--- src/rtl/bram_port_arbiter_pkg.sv ---
// Shared types and default widths for the two-port BRAM arbiter.
package bram_port_arbiter_pkg;

  typedef enum logic {
    PORT_A = 1'b0,
    PORT_B = 1'b1
  } port_e;

  localparam int ADDR_W_DEF = 15;
  localparam int DATA_W_DEF = 8;

endpackage

--- src/rtl/bram_port_arbiter_rr_grant2.sv ---
// Two-requester round-robin grant with optional burst lock
// (enabled by defining BRAM_ARB_BURST_LOCK_EN).
module rr_grant2
  import bram_port_arbiter_pkg::*;
(
  input  logic clk,
  input  logic rst,
  input  logic a_req,
  input  logic b_req,
`ifdef BRAM_ARB_BURST_LOCK_EN
  input  logic a_lock,
  input  logic b_lock,
`endif
  output logic a_gnt,
  output logic b_gnt
);

  port_e last_win;
  logic  pick_a;

`ifdef BRAM_ARB_BURST_LOCK_EN
  logic  lock_vld;
  port_e lock_own;

  always_comb begin
    pick_a = a_req;
    if (a_req && b_req)
      pick_a = lock_vld ? (lock_own == PORT_A) : (last_win == PORT_B);
  end

  // Owner's next grant carries its lock bit forward; a non-owner grant or an
  // idle cycle can only happen when the owner dropped req, so it ends the lock.
  always_ff @(posedge clk) begin
    if (rst) begin
      lock_vld <= 1'b0;
      lock_own <= PORT_A;
    end else begin
      lock_vld <= (a_gnt && a_lock) || (b_gnt && b_lock);
      if (a_gnt)      lock_own <= PORT_A;
      else if (b_gnt) lock_own <= PORT_B;
    end
  end
`else
  always_comb begin
    pick_a = a_req && (!b_req || (last_win == PORT_B));
  end
`endif

  assign a_gnt = !rst && pick_a;
  assign b_gnt = !rst && b_req && !pick_a;

  always_ff @(posedge clk) begin
    if (rst)        last_win <= PORT_B;
    else if (a_gnt) last_win <= PORT_A;
    else if (b_gnt) last_win <= PORT_B;
  end

endmodule

--- src/rtl/bram_port_arbiter.sv ---
// Shares one single-port BRAM (1-cycle read latency) between an SPI side (A)
// and an engine side (B). Optional BRAM_ARB_BURST_LOCK_EN adds a_lock/b_lock.
module bram_port_arbiter
  import bram_port_arbiter_pkg::*;
#(
  parameter int ADDR_W = ADDR_W_DEF,
  parameter int DATA_W = DATA_W_DEF
) (
  input  logic              clk,
  input  logic              rst,
  input  logic              a_req,
  input  logic              a_we,
  input  logic [ADDR_W-1:0] a_addr,
  input  logic [DATA_W-1:0] a_wdata,
  output logic              a_gnt,
  output logic              a_rvalid,
  output logic [DATA_W-1:0] a_rdata,
  input  logic              b_req,
  input  logic              b_we,
  input  logic [ADDR_W-1:0] b_addr,
  input  logic [DATA_W-1:0] b_wdata,
  output logic              b_gnt,
  output logic              b_rvalid,
  output logic [DATA_W-1:0] b_rdata,
`ifdef BRAM_ARB_BURST_LOCK_EN
  input  logic              a_lock,
  input  logic              b_lock,
`endif
  output logic [ADDR_W-1:0] bram_addr,
  output logic              bram_we,
  output logic [DATA_W-1:0] bram_data_in,
  input  logic [DATA_W-1:0] bram_data_out,
  output logic              busy
);

  logic              gnt;
  logic [ADDR_W-1:0] addr_q;
  logic [DATA_W-1:0] wdata_q;
  logic              rd_pend;
  port_e             rd_port;
  logic [DATA_W-1:0] a_rdata_q, b_rdata_q;

  rr_grant2 u_grant (
    .clk    (clk),
    .rst    (rst),
    .a_req  (a_req),
    .b_req  (b_req),
`ifdef BRAM_ARB_BURST_LOCK_EN
    .a_lock (a_lock),
    .b_lock (b_lock),
`endif
    .a_gnt  (a_gnt),
    .b_gnt  (b_gnt)
  );

  assign gnt = a_gnt || b_gnt;

  // BRAM side follows the winner combinationally and parks on the last access.
  always_comb begin
    bram_addr    = addr_q;
    bram_data_in = wdata_q;
    bram_we      = 1'b0;
    if (a_gnt) begin
      bram_addr    = a_addr;
      bram_data_in = a_wdata;
      bram_we      = a_we;
    end else if (b_gnt) begin
      bram_addr    = b_addr;
      bram_data_in = b_wdata;
      bram_we      = b_we;
    end
  end

  always_ff @(posedge clk) begin
    if (rst) begin
      addr_q  <= '0;
      wdata_q <= '0;
    end else if (gnt) begin
      addr_q  <= bram_addr;
      wdata_q <= bram_data_in;
    end
  end

  always_ff @(posedge clk) begin
    if (rst) begin
      rd_pend <= 1'b0;
      rd_port <= PORT_A;
    end else begin
      rd_pend <= gnt && !bram_we;
      rd_port <= b_gnt ? PORT_B : PORT_A;
    end
  end

  // Gating with rst drops a read that was in flight when reset arrived.
  assign a_rvalid = rd_pend && !rst && (rd_port == PORT_A);
  assign b_rvalid = rd_pend && !rst && (rd_port == PORT_B);

  always_ff @(posedge clk) begin
    if (rst) begin
      a_rdata_q <= '0;
      b_rdata_q <= '0;
    end else begin
      if (a_rvalid) a_rdata_q <= bram_data_out;
      if (b_rvalid) b_rdata_q <= bram_data_out;
    end
  end

  assign a_rdata = a_rvalid ? bram_data_out : a_rdata_q;
  assign b_rdata = b_rvalid ? bram_data_out : b_rdata_q;
  assign busy    = gnt || (rd_pend && !rst);

endmodule

--- config.mk ---
export PLATFORM = sky130hd
export DESIGN_NAME = bram_port_arbiter
export DESIGN_NICKNAME = d
export VERILOG_FILES = /design/src/rtl/bram_port_arbiter_pkg.sv /design/src/rtl/bram_port_arbiter_rr_grant2.sv /design/src/rtl/bram_port_arbiter.sv
export SDC_FILE = /design/constraint.sdc
export NUM_CORES = 1
export LEC_CHECK = 0
export ABC_AREA = 1
export ABC_CLOCK_PERIOD_IN_PS = 1000
export BUFFER_PORTS_ARGS = -buffer_cell sky130_fd_sc_hd__buf_2
export CORE_MARGIN = 2
export CORE_UTILIZATION = 42
export DETAILED_ROUTE_END_ITERATION = 6
export GPL_TIMING_DRIVEN = 0
export PLACE_DENSITY = 0.8
export SLEW_MARGIN = 20
export SYNTH_ARGS = -nofsm -noshare
export SYNTH_HDL_FRONTEND = slang
export SYNTH_SLANG_ARGS = --single-unit
--- constraint.sdc ---
create_clock -name clk -period 1 [get_ports clk]
set_input_delay 0.1 -clock clk [delete_from_list [all_inputs] [get_ports clk]]
set_output_delay 0.1 -clock clk [all_outputs]
set_load 0.005 [all_outputs]
# Word level (Yosys, flattened, before mapping)

Index checks and enable logic that the tools add are counted.

Output and inout port bits: 45
Register bits: 42

Reduce and logical (&&, ||, !) cells: 16
Bitwise operators: 1
Multiplexer cells: 11

Operator list:

| operator           | count |
|---|---|
| two-way mux 8 bit  | 4 |
| two-way mux 15 bit | 2 |
| logical AND 1 bit  | 8 |
| two-way mux 1 bit  | 5 |
| zero test 1 bit    | 4 |
| logical OR 1 bit   | 3 |
| nonzero test 2 bit | 1 |
| inverter 1 bit     | 1 |

# Logic depth before layout (Yosys ltp)

Depth in word-level cells: 9
Gate-level depth with buffers: 8
Gate-level depth less buffers: 6

# Cells and area by module

Synthesis repeated with hierarchy kept, for this count alone.

Cell total of the unflattened synthesis: 327
Area total of the unflattened synthesis: 2212.1 um^2

By module, submodules not included:

| module            | area each (um^2) | cells an instance | times used |
|---|---|---|---|
| bram_port_arbiter | 2144.6           | 316               | 1 |
| rr_grant2         | 67.6             | 11                | 1 |

# Worst setup path after synthesis

No wires, ideal clock.

Kind: flip-flop to output port
From: register u_grant.last_win
To: output port bram_addr[0]
Stages on the path, launching flop included: 7
Data arrival time: 911 ps
Path slack: -11 ps
Data required time: 900 ps
Path buffers: 1
Path through: dfxtp_1 > inv_1 > nand2_4 > nand3_2 > buf_2 > nand3_1 > nand2_1

Word-level cells in the longest chain between the ends: 6

Ends and longest elaborated chain:

| what                   | line                              | text |
|---|---|---|
| start, declared        | bram_port_arbiter_rr_grant2.sv:18 | `port_e last_win;` |
| start signal, assigned | bram_port_arbiter_rr_grant2.sv:53 | `if (rst) last_win <= PORT_B;` |
| start signal, assigned | bram_port_arbiter_rr_grant2.sv:54 | `else if (a_gnt) last_win <= PORT_A;` |
| start signal, assigned | bram_port_arbiter_rr_grant2.sv:55 | `else if (b_gnt) last_win <= PORT_B;` |
| logical OR 1 bit (*)   | bram_port_arbiter_rr_grant2.sv:45 | `pick_a = a_req && (!b_req \|\| (last_win == PORT_B));` |
| logical AND 1 bit (*)  | bram_port_arbiter_rr_grant2.sv:45 |  |
| zero test 1 bit        | bram_port_arbiter_rr_grant2.sv:50 | `assign b_gnt = !rst && b_req && !pick_a;` |
| logical AND 1 bit      | bram_port_arbiter_rr_grant2.sv:50 |  |
| two-way mux 15 bit     | bram_port_arbiter.sv:67           | `end else if (b_gnt) begin` |
| two-way mux 15 bit (*) | bram_port_arbiter.sv:63           | `if (a_gnt) begin` |
| end, declared          | bram_port_arbiter.sv:29           | `output logic [ADDR_W-1:0] bram_addr,` |

Mark *: on every way between the ends. The rest lies on a longest branch, timed or not.

# Final worst setup path

From: register u_grant.last_win
To: output port bram_addr[7]

Same word-level chain as after synthesis.

==> results.tsv <==
metric	value	unit
critPathRequiredTime	0.90	ns
whs	0.0176	ns
power.density	1140	nW/um^2
grt_max_degree	14	
final_cell_count_no_fill	552	
viasPerCell	5.45	
power	4.24	mW
cts_buffer_depth	2	
htreeDepth	2	
grt_pass1_wl	11900	um
drtIter0Drc	157	
slowest_stage	dfxtp_2	
synth_area	2320	um^2
ios	105	
wl	8500	um
final_cell_mix	buf_2 (102), nand2_1 (92), nand4_1 (71)	
cp_max_fo	10	
rsz0062_at_grt	yes	
maxCapViolations	0	
peakVddDrop	748	uV
wl_per_cell	15.4	um
cts_hold_buf	0	
die_y	78.4	um
cts_tree	yes	
p_leak	1.97	nW
ys_ff_latch	42	
worstPathArrival	1.48	ns
routabilityCongestion	0.865	
ys_seq_area_frac	0.362	
internal-power	2.87	mW
end_kind	primary output	
num_vias	3006	
min_path_type	input port to flip-flop	
min_period	1.58	ns
antenna_left	0	
cts_root_buf	clkbuf_8	
hpwl	5040	um
setup_violations	85	
drcViolationCount	0	
multi_input_area	1550	um^2
hold_path_startpoint	rst	
fin_crit_sh	1.58	
status	finished, violations left	
cts_sinks	42	
yosys.cell_types.count	18	
start_util	0.427	
max_stage_delay	0.39	ns
seq_area	850	um^2
clk-insertion-delay-late	0.30	ns
core	5440	um^2
switching_power	1.37	mW
p_seq_frac	0.439	
syn_nets	405	
grt_overflow	0	
max_slew_margin	0.496	
place_inst	518	
path_cells	inv_2, nand2_4, nand3_4, buf_8, nand3_1, nand2_1, buf_2	
drive_above_1_share	0.483	
violations	setup timing	
numCtsBuffers	5	
cp.buffers_inverters	3	
path_clk_slew	0.09	ns
r2r_setup_slack	-0.25	ns
grt_pass1_vias	2628	
nets	539	
start_kind	flip-flop	
firstDrtPassIters	5	
max_slew.worst_pin.slew	0.756	ns
r2r-end	a_rdata_q[0]	
die_w	78.4	um
holdPathStages	2	
syn_to_final_growth	59.7	%
io_buffers	101	
row_count	27	
fmax	634	MHz
whs_endpoint	a_rdata_q[5]	
fin_skew	0.00508	ns
p_clk_frac	0.279	
pwr-share-comb	0.282	
hold_viol_final	0	
die_area	6150	um^2
path_delay_family	simple AND/OR/NAND/NOR gates	
reg2reg_from	rd_pend	
crit_type	flip-flop to primary output	
syn_inst	345	
mostFrequentLayoutCell	buf_2	
antenna_cells	0	
rr_worst_depth	6	
syn_area_per_cell	6.74	um^2
antenna_found_initial	0	
p_sw_frac	0.322	
setup_ws	-0.577	ns
grtUsageTotal	0.240	
drv_slew	0	
fillerInstances	418	
yosys_warnings	0	
[metal layers]
metal  part of all wire  global-route usage
met1               0.39               0.310
met2               0.52               0.395
met3              0.070              0.0448
met4              0.026               0.100
met5                  0                   0
[state kept, by name, indices dropped and copies added (netlist names)]
name and cells:
addr_q 15, a_rdata_q 8, b_rdata_q 8, wdata_q 8, rd_pend 1, rd_port 1
u_grant.last_win 1
[through the flow]
| step | instance area (um^2) | setup slack [ns] | util | setup TNS (ns) |
|---|---|---|---|---|
| after detailed placement | 2930 | -0.282 | 0.538 | -10.97 |
| after CTS | 3330 | -0.475 | 0.612 | -20.17 |
| after floorplan | 2330 | -0.00273 | - | -0.0462 |
| after global routing | 3710 | -0.627 | 0.683 | -32.61 |
| final | 3710 | -0.577 | 0.683 | -29.28 |
| after global placement | 2930 | -0.253 | 0.538 | -9.41 |
[final cells by class]
type	instances	share of cell area
multi-input cells	245	0.417
clock buffers	6	0.0222
clock inverters	2	0.00337
inverters	32	0.0351
plain buffers	28	0.0661
well taps	72	0.0243
repair buffers	125	0.204
flip-flops and latches	42	0.229
[power by group through the flow]
stage | registers, mW | logic (mW) | clock network (mW)
5_1_grt | 1.87 | 1.30 | 1.25
3_3_place_gp | 1.86 | 0.883 | 0
6_report | 1.86 | 1.19 | 1.18
2_1_floorplan | 1.85 | 0.517 | 0
3_5_place_dp | 1.87 | 0.895 | 0
4_1_cts | 1.84 | 1.02 | 1.16
[Yosys cell counts]
cell	n	area (um^2)
nor2_1	2	7.51
nand3_4	1	17.5
nand3_2	1	10.0
nand3_1	23	115
nand4_1	71	444
nor2_4	2	22.5
nand2_1	123	462
buf_6	3	33.8
nand2_2	2	12.5
clkbuf_1	6	22.5
a21oi_1	16	80.1
inv_4	1	6.26
buf_2	11	55.1
dfxtp_1	42	841
inv_1	31	116
o211ai_1	1	7.51
nand2_4	1	11.3
buf_4	8	60.1
[worst max path at each step]
| stage | cells after the start | end | start | slack, ns |
|---|---|---|---|---|
| 6_report | 7 | bram_addr[7] | u_grant.last_win | -0.58 |
| 5_1_grt | 7 | bram_addr[9] | u_grant.last_win | -0.63 |
| 4_1_cts | 7 | bram_data_in[2] | u_grant.last_win | -0.48 |
| 3_5_place_dp | 7 | bram_data_in[6] | u_grant.last_win | -0.28 |
| 3_3_place_gp | 8 | bram_data_in[7] | u_grant.last_win | -0.25 |
| 2_1_floorplan | 7 | bram_addr[0] | u_grant.last_win | -0.003 |
[kinds of logic after synthesis]
logic type      synth area share
compound gates            0.0377
simple gates               0.474
flops                      0.362
buf+inv                    0.126
[repair_timing]
| item | in CTS | in global routing |
|---|---|---|
| gates cloned | 3 | 2 |
| setup endpoints to repair | 86 | 84 |
| pin swaps | 17 | 32 |
| resized for setup | 65 | 73 |
| buffers inserted | 10 | 12 |
(Power assumes the default switching activity.)
